$ cat src/rtl/obj_locate_hub.sv
// Multi-channel object-location capture hub with threshold triggers, exposed over AXI4-Lite.
// Optional build macro OBJ_LOCATE_TIMESTAMP_EN adds a free-running cycle counter and per-channel capture timestamps.
module obj_locate_hub #(
  parameter int NUM_CH = 4,
  parameter int DATA_W = 32,
  parameter int ADDR_W = 12
) (
  input  logic                     clk,
  input  logic                     rst,
  input  logic [NUM_CH*DATA_W-1:0] s_axis_tdata,
  input  logic [NUM_CH-1:0]        s_axis_tvalid,
  output logic [NUM_CH-1:0]        s_axis_tready,
  input  logic [31:0]              axil_s_awaddr,
  input  logic [2:0]               axil_s_awprot,
  input  logic                     axil_s_awvalid,
  output logic                     axil_s_awready,
  input  logic [31:0]              axil_s_wdata,
  input  logic [3:0]               axil_s_wstrb,
  input  logic                     axil_s_wvalid,
  output logic                     axil_s_wready,
  output logic [1:0]               axil_s_bresp,
  output logic                     axil_s_bvalid,
  input  logic                     axil_s_bready,
  input  logic [31:0]              axil_s_araddr,
  input  logic [2:0]               axil_s_arprot,
  input  logic                     axil_s_arvalid,
  output logic                     axil_s_arready,
  output logic [31:0]              axil_s_rdata,
  output logic [1:0]               axil_s_rresp,
  output logic                     axil_s_rvalid,
  input  logic                     axil_s_rready,
  output logic [NUM_CH-1:0]        trig,
  output logic                     irq
);

  localparam logic [ADDR_W-1:0] OFF_STATUS = ADDR_W'('h100);
  localparam logic [ADDR_W-1:0] OFF_CTRL   = ADDR_W'('h104);
  localparam logic [ADDR_W-1:0] OFF_THRESH = ADDR_W'('h108);
  localparam logic [ADDR_W-1:0] OFF_MASK   = ADDR_W'('h10C);
  localparam logic [ADDR_W-1:0] OFF_ID     = ADDR_W'('h110);
  localparam logic [ADDR_W-1:0] OFF_CNT    = ADDR_W'('h114);
  localparam logic [31:0]       ID_WORD    = {8'h4C, 8'(NUM_CH), 16'h0002};

  typedef enum logic {RD_AR, RD_R} rd_state_t;
  typedef enum logic [1:0] {WR_AW, WR_W, WR_B} wr_state_t;

  rd_state_t         rd_state;
  wr_state_t         wr_state;
  logic [ADDR_W-1:0] wr_addr;
  logic [ADDR_W-1:0] rd_addr;
  logic [DATA_W-1:0] loc [NUM_CH];
  logic [NUM_CH-1:0] status;
  logic [NUM_CH-1:0] irq_mask;
  logic [NUM_CH-1:0] cap;
  logic [NUM_CH-1:0] rd_clr;
  logic [15:0]       thresh;
  logic              ctrl_en;
  logic [31:0]       rd_word;
  logic              rd_is_status;
  logic              ar_fire;
  logic              wr_fire;
  logic              trig_clr;
  logic              unused_bits;

  assign s_axis_tready = {NUM_CH{ctrl_en}};
  assign cap           = s_axis_tvalid & {NUM_CH{ctrl_en}};
  assign axil_s_rresp  = 2'b00;
  assign axil_s_bresp  = 2'b00;
  assign rd_addr       = {axil_s_araddr[ADDR_W-1:2], 2'b00};
  assign ar_fire       = axil_s_arready & axil_s_arvalid;
  assign wr_fire       = axil_s_wready & axil_s_wvalid;
  assign trig_clr      = wr_fire && (wr_addr == OFF_CTRL) && axil_s_wdata[1];
  assign rd_clr        = (ar_fire && rd_is_status) ? status : '0;
  assign unused_bits   = ^{axil_s_awaddr[31:ADDR_W], axil_s_awaddr[1:0], axil_s_araddr[31:ADDR_W],
                           axil_s_araddr[1:0], axil_s_awprot, axil_s_arprot, axil_s_wstrb,
                           axil_s_wdata[31:16]};

`ifdef OBJ_LOCATE_TIMESTAMP_EN
  logic [31:0] cyc_cnt;
  logic [31:0] ts [NUM_CH];

  always_ff @(posedge clk) begin
    if (rst) begin
      cyc_cnt <= '0;
      for (int i = 0; i < NUM_CH; i++) ts[i] <= '0;
    end else begin
      cyc_cnt <= cyc_cnt + 32'd1;
      for (int i = 0; i < NUM_CH; i++)
        if (cap[i]) ts[i] <= cyc_cnt;
    end
  end
`endif

  // Read-data mux; STATUS is flagged so the bits returned can be cleared on the same handshake
  always_comb begin
    rd_word      = '0;
    rd_is_status = 1'b0;
    if (rd_addr[ADDR_W-1:6] == '0) begin
      for (int i = 0; i < NUM_CH; i++)
        if (rd_addr[5:2] == 4'(i)) rd_word = 32'(loc[i]);
    end
`ifdef OBJ_LOCATE_TIMESTAMP_EN
    if (rd_addr[ADDR_W-1:6] == (ADDR_W-6)'(2)) begin
      for (int i = 0; i < NUM_CH; i++)
        if (rd_addr[5:2] == 4'(i)) rd_word = ts[i];
    end
    if (rd_addr == OFF_CNT) rd_word = cyc_cnt;
`else
    if (rd_addr == OFF_CNT) rd_word = '0;
`endif
    case (rd_addr)
      OFF_STATUS: begin
        rd_word      = 32'(status);
        rd_is_status = 1'b1;
      end
      OFF_CTRL:   rd_word = {31'b0, ctrl_en};
      OFF_THRESH: rd_word = {16'b0, thresh};
      OFF_MASK:   rd_word = 32'(irq_mask);
      OFF_ID:     rd_word = ID_WORD;
      default:    ;
    endcase
  end

  always_ff @(posedge clk) begin
    if (rst) begin
      rd_state       <= RD_AR;
      axil_s_arready <= 1'b1;
      axil_s_rvalid  <= 1'b0;
      axil_s_rdata   <= '0;
    end else begin
      case (rd_state)
        RD_AR: if (axil_s_arvalid) begin
          axil_s_rdata   <= rd_word;
          axil_s_arready <= 1'b0;
          axil_s_rvalid  <= 1'b1;
          rd_state       <= RD_R;
        end
        RD_R: if (axil_s_rready) begin
          axil_s_rvalid  <= 1'b0;
          axil_s_arready <= 1'b1;
          rd_state       <= RD_AR;
        end
        default: rd_state <= RD_AR;
      endcase
    end
  end

  always_ff @(posedge clk) begin
    if (rst) begin
      wr_state       <= WR_AW;
      axil_s_awready <= 1'b1;
      axil_s_wready  <= 1'b0;
      axil_s_bvalid  <= 1'b0;
    end else begin
      case (wr_state)
        WR_AW: if (axil_s_awvalid) begin
          wr_addr        <= {axil_s_awaddr[ADDR_W-1:2], 2'b00};
          axil_s_awready <= 1'b0;
          axil_s_wready  <= 1'b1;
          wr_state       <= WR_W;
        end
        WR_W: if (axil_s_wvalid) begin
          axil_s_wready <= 1'b0;
          axil_s_bvalid <= 1'b1;
          wr_state      <= WR_B;
        end
        WR_B: if (axil_s_bready) begin
          axil_s_bvalid  <= 1'b0;
          axil_s_awready <= 1'b1;
          wr_state       <= WR_AW;
        end
        default: wr_state <= WR_AW;
      endcase
    end
  end

  // Capture, sticky status, software registers, triggers and interrupt
  always_ff @(posedge clk) begin
    if (rst) begin
      for (int i = 0; i < NUM_CH; i++) loc[i] <= '0;
      status   <= '0;
      ctrl_en  <= 1'b1;
      thresh   <= 16'hFFFF;
      irq_mask <= '0;
      trig     <= '0;
      irq      <= 1'b0;
    end else begin
      for (int i = 0; i < NUM_CH; i++) begin
        if (cap[i]) begin
          loc[i]  <= s_axis_tdata[i*DATA_W +: DATA_W];
          trig[i] <= (s_axis_tdata[i*DATA_W +: 16] >= thresh);
        end else if (trig_clr) begin
          trig[i] <= 1'b0;
        end
      end
      status <= (status & ~rd_clr) | cap;
      if (wr_fire) begin
        case (wr_addr)
          OFF_CTRL:   ctrl_en  <= axil_s_wdata[0];
          OFF_THRESH: thresh   <= axil_s_wdata[15:0];
          OFF_MASK:   irq_mask <= axil_s_wdata[NUM_CH-1:0];
          default:    ;
        endcase
      end
      irq <= |(status & irq_mask);
    end
  end

endmodule

$ cat config.mk
export PLATFORM = sky130hd
export DESIGN_NAME = obj_locate_hub
export DESIGN_NICKNAME = d
export VERILOG_FILES = /design/src/rtl/obj_locate_hub.sv
export SDC_FILE = /design/constraint.sdc
export NUM_CORES = 1
export LEC_CHECK = 0
export ABC_AREA = 1
export CORE_MARGIN = 5
export CORE_UTILIZATION = 52
export CTS_CLUSTER_SIZE = 28
export DETAILED_ROUTE_END_ITERATION = 10
export GPL_ROUTABILITY_DRIVEN = 0
export PLACE_DENSITY = 0.86
export SETUP_SLACK_MARGIN = 0.15
export SLEW_MARGIN = 10
export SYNTH_ARGS = -nofsm -noshare
export SYNTH_HDL_FRONTEND = slang
export SYNTH_SLANG_ARGS = --single-unit
$ cat constraint.sdc
create_clock -name clk -period 3.5 [get_ports clk]
set_clock_uncertainty 0.15 [all_clocks]
set_input_delay 0.35 -clock clk [delete_from_list [all_inputs] [get_ports clk]]
set_output_delay 0.35 -clock clk [all_outputs]
set_load 0.05 [all_outputs]
# Word-level counts from Yosys, hierarchy flattened
# Memory sizes are Yosys's and may differ from the RTL's.
# Cells that the tools add are included.
[word_totals]
regBits = 80
ramBits = 128
inputBits = 245
out_inout_bits = 50
elab_cells = 133
memories = 1
[mem_list]
columns = ["name", "words", "width", "rd", "rd_ports_with_merged_regs", "wr", "line", "rtl"]
rows = [
  ["loc", 4, 32, 4, 0, 4, "51", "logic [DATA_W-1:0] loc [NUM_CH];"],
]
[op_classes]
n_lt_le_gt_ge = 4
eq_ne = 19
n_mux = 54
bitwise = 13
n_reduce_logical = 24
[ops]
columns = ["op", "n"]
rows = [
  ["two-way mux 32 bit", 10],
  ["one-hot mux 32 bit (5 select lines)", 1],
  ["== test 10 x 7 -> 1 bit, second input constant", 9],
  ["greater-or-equal comparator 16 bit", 4],
  ["two-way mux 1 bit", 32],
  ["AND reduction 3 bit", 5],
  ["nonzero test 2 bit", 7],
  ["bitwise AND 4 bit", 3],
  ["one-hot mux 1 bit (2 select lines)", 6],
  ["!= test 2 bit, second input constant", 5],
  ["AND reduction 2 bit", 5],
  ["== test 4 x 2 -> 1 bit, second input constant", 2],
  ["logical NOT 6 bit", 1],
  ["two-way mux 2 bit", 3],
  ["one-hot mux 2 bit (3 select lines)", 1],
  ["== test 4 x 1 -> 1 bit, second input constant", 1],
  ["logical NOT 4 bit", 1],
  ["two-way mux 4 bit", 1],
  ["NOT 4 bit", 1],
  ["bitwise OR 1 bit", 4],
  ["bitwise OR 4 bit", 1],
  ["OR reduction 4 bit", 1],
  ["logical AND 1 bit", 3],
  ["bitwise AND 1 bit", 2],
  ["other kinds (4)", 5],
]

# Longest topological paths before layout
[depth]
depth_word = 8
ltp_mapped = 13
ltp_nobuf = 13

# Worst setup path before layout
# No wires, ideal clock.
[synth_path]
path_type = "input port to flip-flop"
from = "in rst"
to = "mem loc[0][0] (enable)"
t_arrival_ns = 1.499
required_ns = 2.872
slack_ns = 1.373
path_stages = 4
n_path_buf = 2
cell_sequence = "clkbuf_1 inv_2 clkbuf_1 nand2_1"
[synth_rtl]
columns = ["item", "line", "rtl"]
rows = [
  ["from (decl)", "9", "input logic rst,"],
  ["to (decl)", "51", ""],
]

# Worst setup path in the final report
[layout_path]
from = "reg ctrl_en"
to = "out s_axis_tready[2]"
[layout_rtl]
columns = ["item", "line", "rtl"]
rows = [
  ["from (decl)", "57", "logic ctrl_en;"],
  ["from (signal assigned)", "199", "OFF_CTRL: ctrl_en <= axil_s_wdata[0];"],
  ["to (decl)", "12", "output logic [NUM_CH-1:0] s_axis_tready,"],
]
# No word-level cell between the ends.

==> metrics <==
area grow syn2layout=29.8%; Nets=between 1500 and 2000; worst path cell trace=clkdlybuf4s50_1; final setup vio count=0; Synth Register Bits=approximately 210; vias per cell=5.39; power density cells=around 420 nW/um2; Pleak=6.36 nW; largest net degree at the start of global routing=37; Setup Buffers After CTS=0; fin area=13700 um2; Die Y=roughly 150 um; maximum VDD drop=298 uV; CP Capture Type=output port; Starting Density=between 50% and 60%; largest area contributor in the netlist=edfxtp_1; class of the most critical setup path=register to output port; Crit path required time=approximately 3 ns; asr flop ratio synth=0%; cts repair resizes=0; sequential area share after synthesis=about 52%; total global-route track usage=approximately a quarter; CP max stage delay=around 0.9 ns; routed vias=about 9400; Crit Path Max Fanout=10; DRC Markers=0; Worst-Margin Slew=0.930 ns; startpoint types=register; first-pass GRT wire length=roughly 49000 um; First-pass DRT Iterations=6; Synth Instances=about 1200; period utilisation layout=approximately 70%; Setup TNS=0 ns; TritonCTS clock tree=done; detailed placement HPWL=between 20000 and 25000 um; Rows=52; vias in the first global route=9371; grt ovf=0; Post-Syn Area per Cell=about 8.5 um2; worst path buffer plus inverter count=1; final hold vios=0; minimum clock period=2.47 ns; Post-synth EDFFs=about 140; full die area=about 23000 um2; Unique masters post-synth=35; Final Util=approximately two thirds; clk root buf=clkbuf_16; post-synth top area share=roughly 39%; DR iter-0 viols=roughly 750; cts hold-fix bufs=0; clock sinks=about 210; Final Max Slew Viols=0; critical path's top delay family=buffers and inverters; f_max=a little over 400 MHz; synth top area cells=edfxtp_1 (39%), dfxtp_1 (13%), nand2_1 (8.2%); drt wl/cell=between 15 and 20 um; Main synth FF type=edfxtp_1; H-tree depth=1; antenna violations before repair=3; die span in x=153 um; share of cells above drive strength 1=between 4 and 5%; Slew headroom=between 30% and 40%; CP arrival=between 1.5 and 2 ns; CP max stage cell=clkdlybuf4s50_1; # IOs=roughly 300; Hold Crit Class=input pin to register; core area=20100 um2; Num CTS Buffers=23; RSZ-0062 raised after global routing=false; remaining antenna violation count=0; Syn Std Cell Area=around 11000 um2; YS warnings=0; PortBufs=220; clk buf depth=3; clk slew on worst S/H paths=0.06 ns; Max-Cap Viols=0; status=finished, final reports clean; Clock Latency Late Sink=0.52 ns; Post-DP Area=between 10000 and 15000 um2; final WL=between 30000 and 40000 um
[through the flow]
stage | cells | hold WS (ns) | setup slack, ns | total power, mW
after floorplan | 1248 | 0.279 | 1.37 | 3.18
after global placement | 1702 | 0.288 | 0.817 | 3.53
after detailed placement | 1702 | 0.293 | 0.813 | 3.56
after CTS | 1744 | 0.238 | 1.02 | 5.86
after global routing | 1745 | 0.243 | 0.970 | 6.02
final | 1746 | 0.253 | 1.03 | 5.84
[flip-flops by register name (all words and copies together), names as in the netlist, 2 cells and up]
name,count
axil_s_rdata,32
wr_addr,10
thresh,16
trig,4
status,4
irq_mask,4
loc,128
wr_state,2
[cell families after synthesis]
kind of cell               count (synthesis)  share of synthesized area, %
AOI/OAI and AO/OA                        170                          8.77
adders and majority gates                 64                          7.57
buffers and inverters                    268                          10.2
DFF                                      208                          52.4
other                                      1                        0.0354
and+or+nand+nor                          534                          21.0
[final timing paths]
| check | from | end | slack [ns] | depth (start not counted) |
|---|---|---|---|---|
| setup / recovery | ctrl_en$_SDFFE_PP1N_ | s_axis_tready[2] | 1.03 | 1 |
| hold / removal | axil_s_awaddr[8] | wr_addr[8]$_DFFE_PP_ | 0.25 | 1 |
| setup reg to reg | wr_addr[11]$_DFFE_PP_ | thresh[1]$_SDFFE_PP1P_ | 1.30 | 7 |
| hold reg to reg | thresh[14]$_SDFFE_PP1P_ | thresh[14]$_SDFFE_PP1P_ | 0.31 | 2 |
[placed cells by master, fill, tap and decap left out, types with 4 or more instances in the layout]
master,n
nand4_1,20
clkdlybuf4s50_1,220
nor2_4,4
clkbuf_16,23
clkinv_1,4
edfxtp_1,138
nand2_1,230
a31oi_1,13
a21o_1,4
conb_1,4
clkbuf_1,5
o211ai_1,15
o21ai_1,10
clkinv_2,4
inv_2,5
nand3_1,61
inv_1,207
buf_4,17
dfxtp_1,70
ha_1,64
a21oi_1,46
o21ai_0,78
nor2_1,208
[synthesized netlist by cell type, types with 4 or more instances]
cell      count
nor2_4        4
nand4_1      20
nor2_1      208
nand3_1      61
dfxtp_1      70
a21oi_1      46
inv_2         5
o211ai_1     15
o21ai_0      78
a21o_1        4
o21ai_1      10
buf_4        11
a31oi_1      13
inv_1       207
ha_1         64
edfxtp_1    138
buf_2        10
clkbuf_1     30
nand2_1     230
[area by class of cell]
cell class | count | area, um2
clock inverters | 11 | 86.3
flip-flops and latches | 208 | 5550
well taps | 270 | 338
clock buffers | 31 | 629
fillers | 1531 | 6370
diodes | 2 | 5.00
repair buffers | 239 | 2370
inverters | 213 | 800
multi-input cells | 772 | 3960
[report_power, final]
group	internal [mW]	total [mW]	switching (mW)
Clock	1.34	2.32	0.978
Combinational	0.300	0.700	0.399
Sequential	2.77	2.82	0.0534
[per-layer routing]
| metal | share of wire [%] | global-route usage (%) | up-vias | wire length, um |
|---|---|---|---|---|
| met1 | 36 | 30.9 | 4312 | 11500 |
| met3 | 9.3 | 4.86 | 124 | 2960 |
| met5 | 0.063 | 0 | - | 20 |
| met4 | 5.0 | 12.5 | 2 | 1570 |
| met2 | 49 | 46.4 | 525 | 15700 |
| li1 | - | - | 4441 | - |
Note: power is estimated with default switching activity, not from simulation.
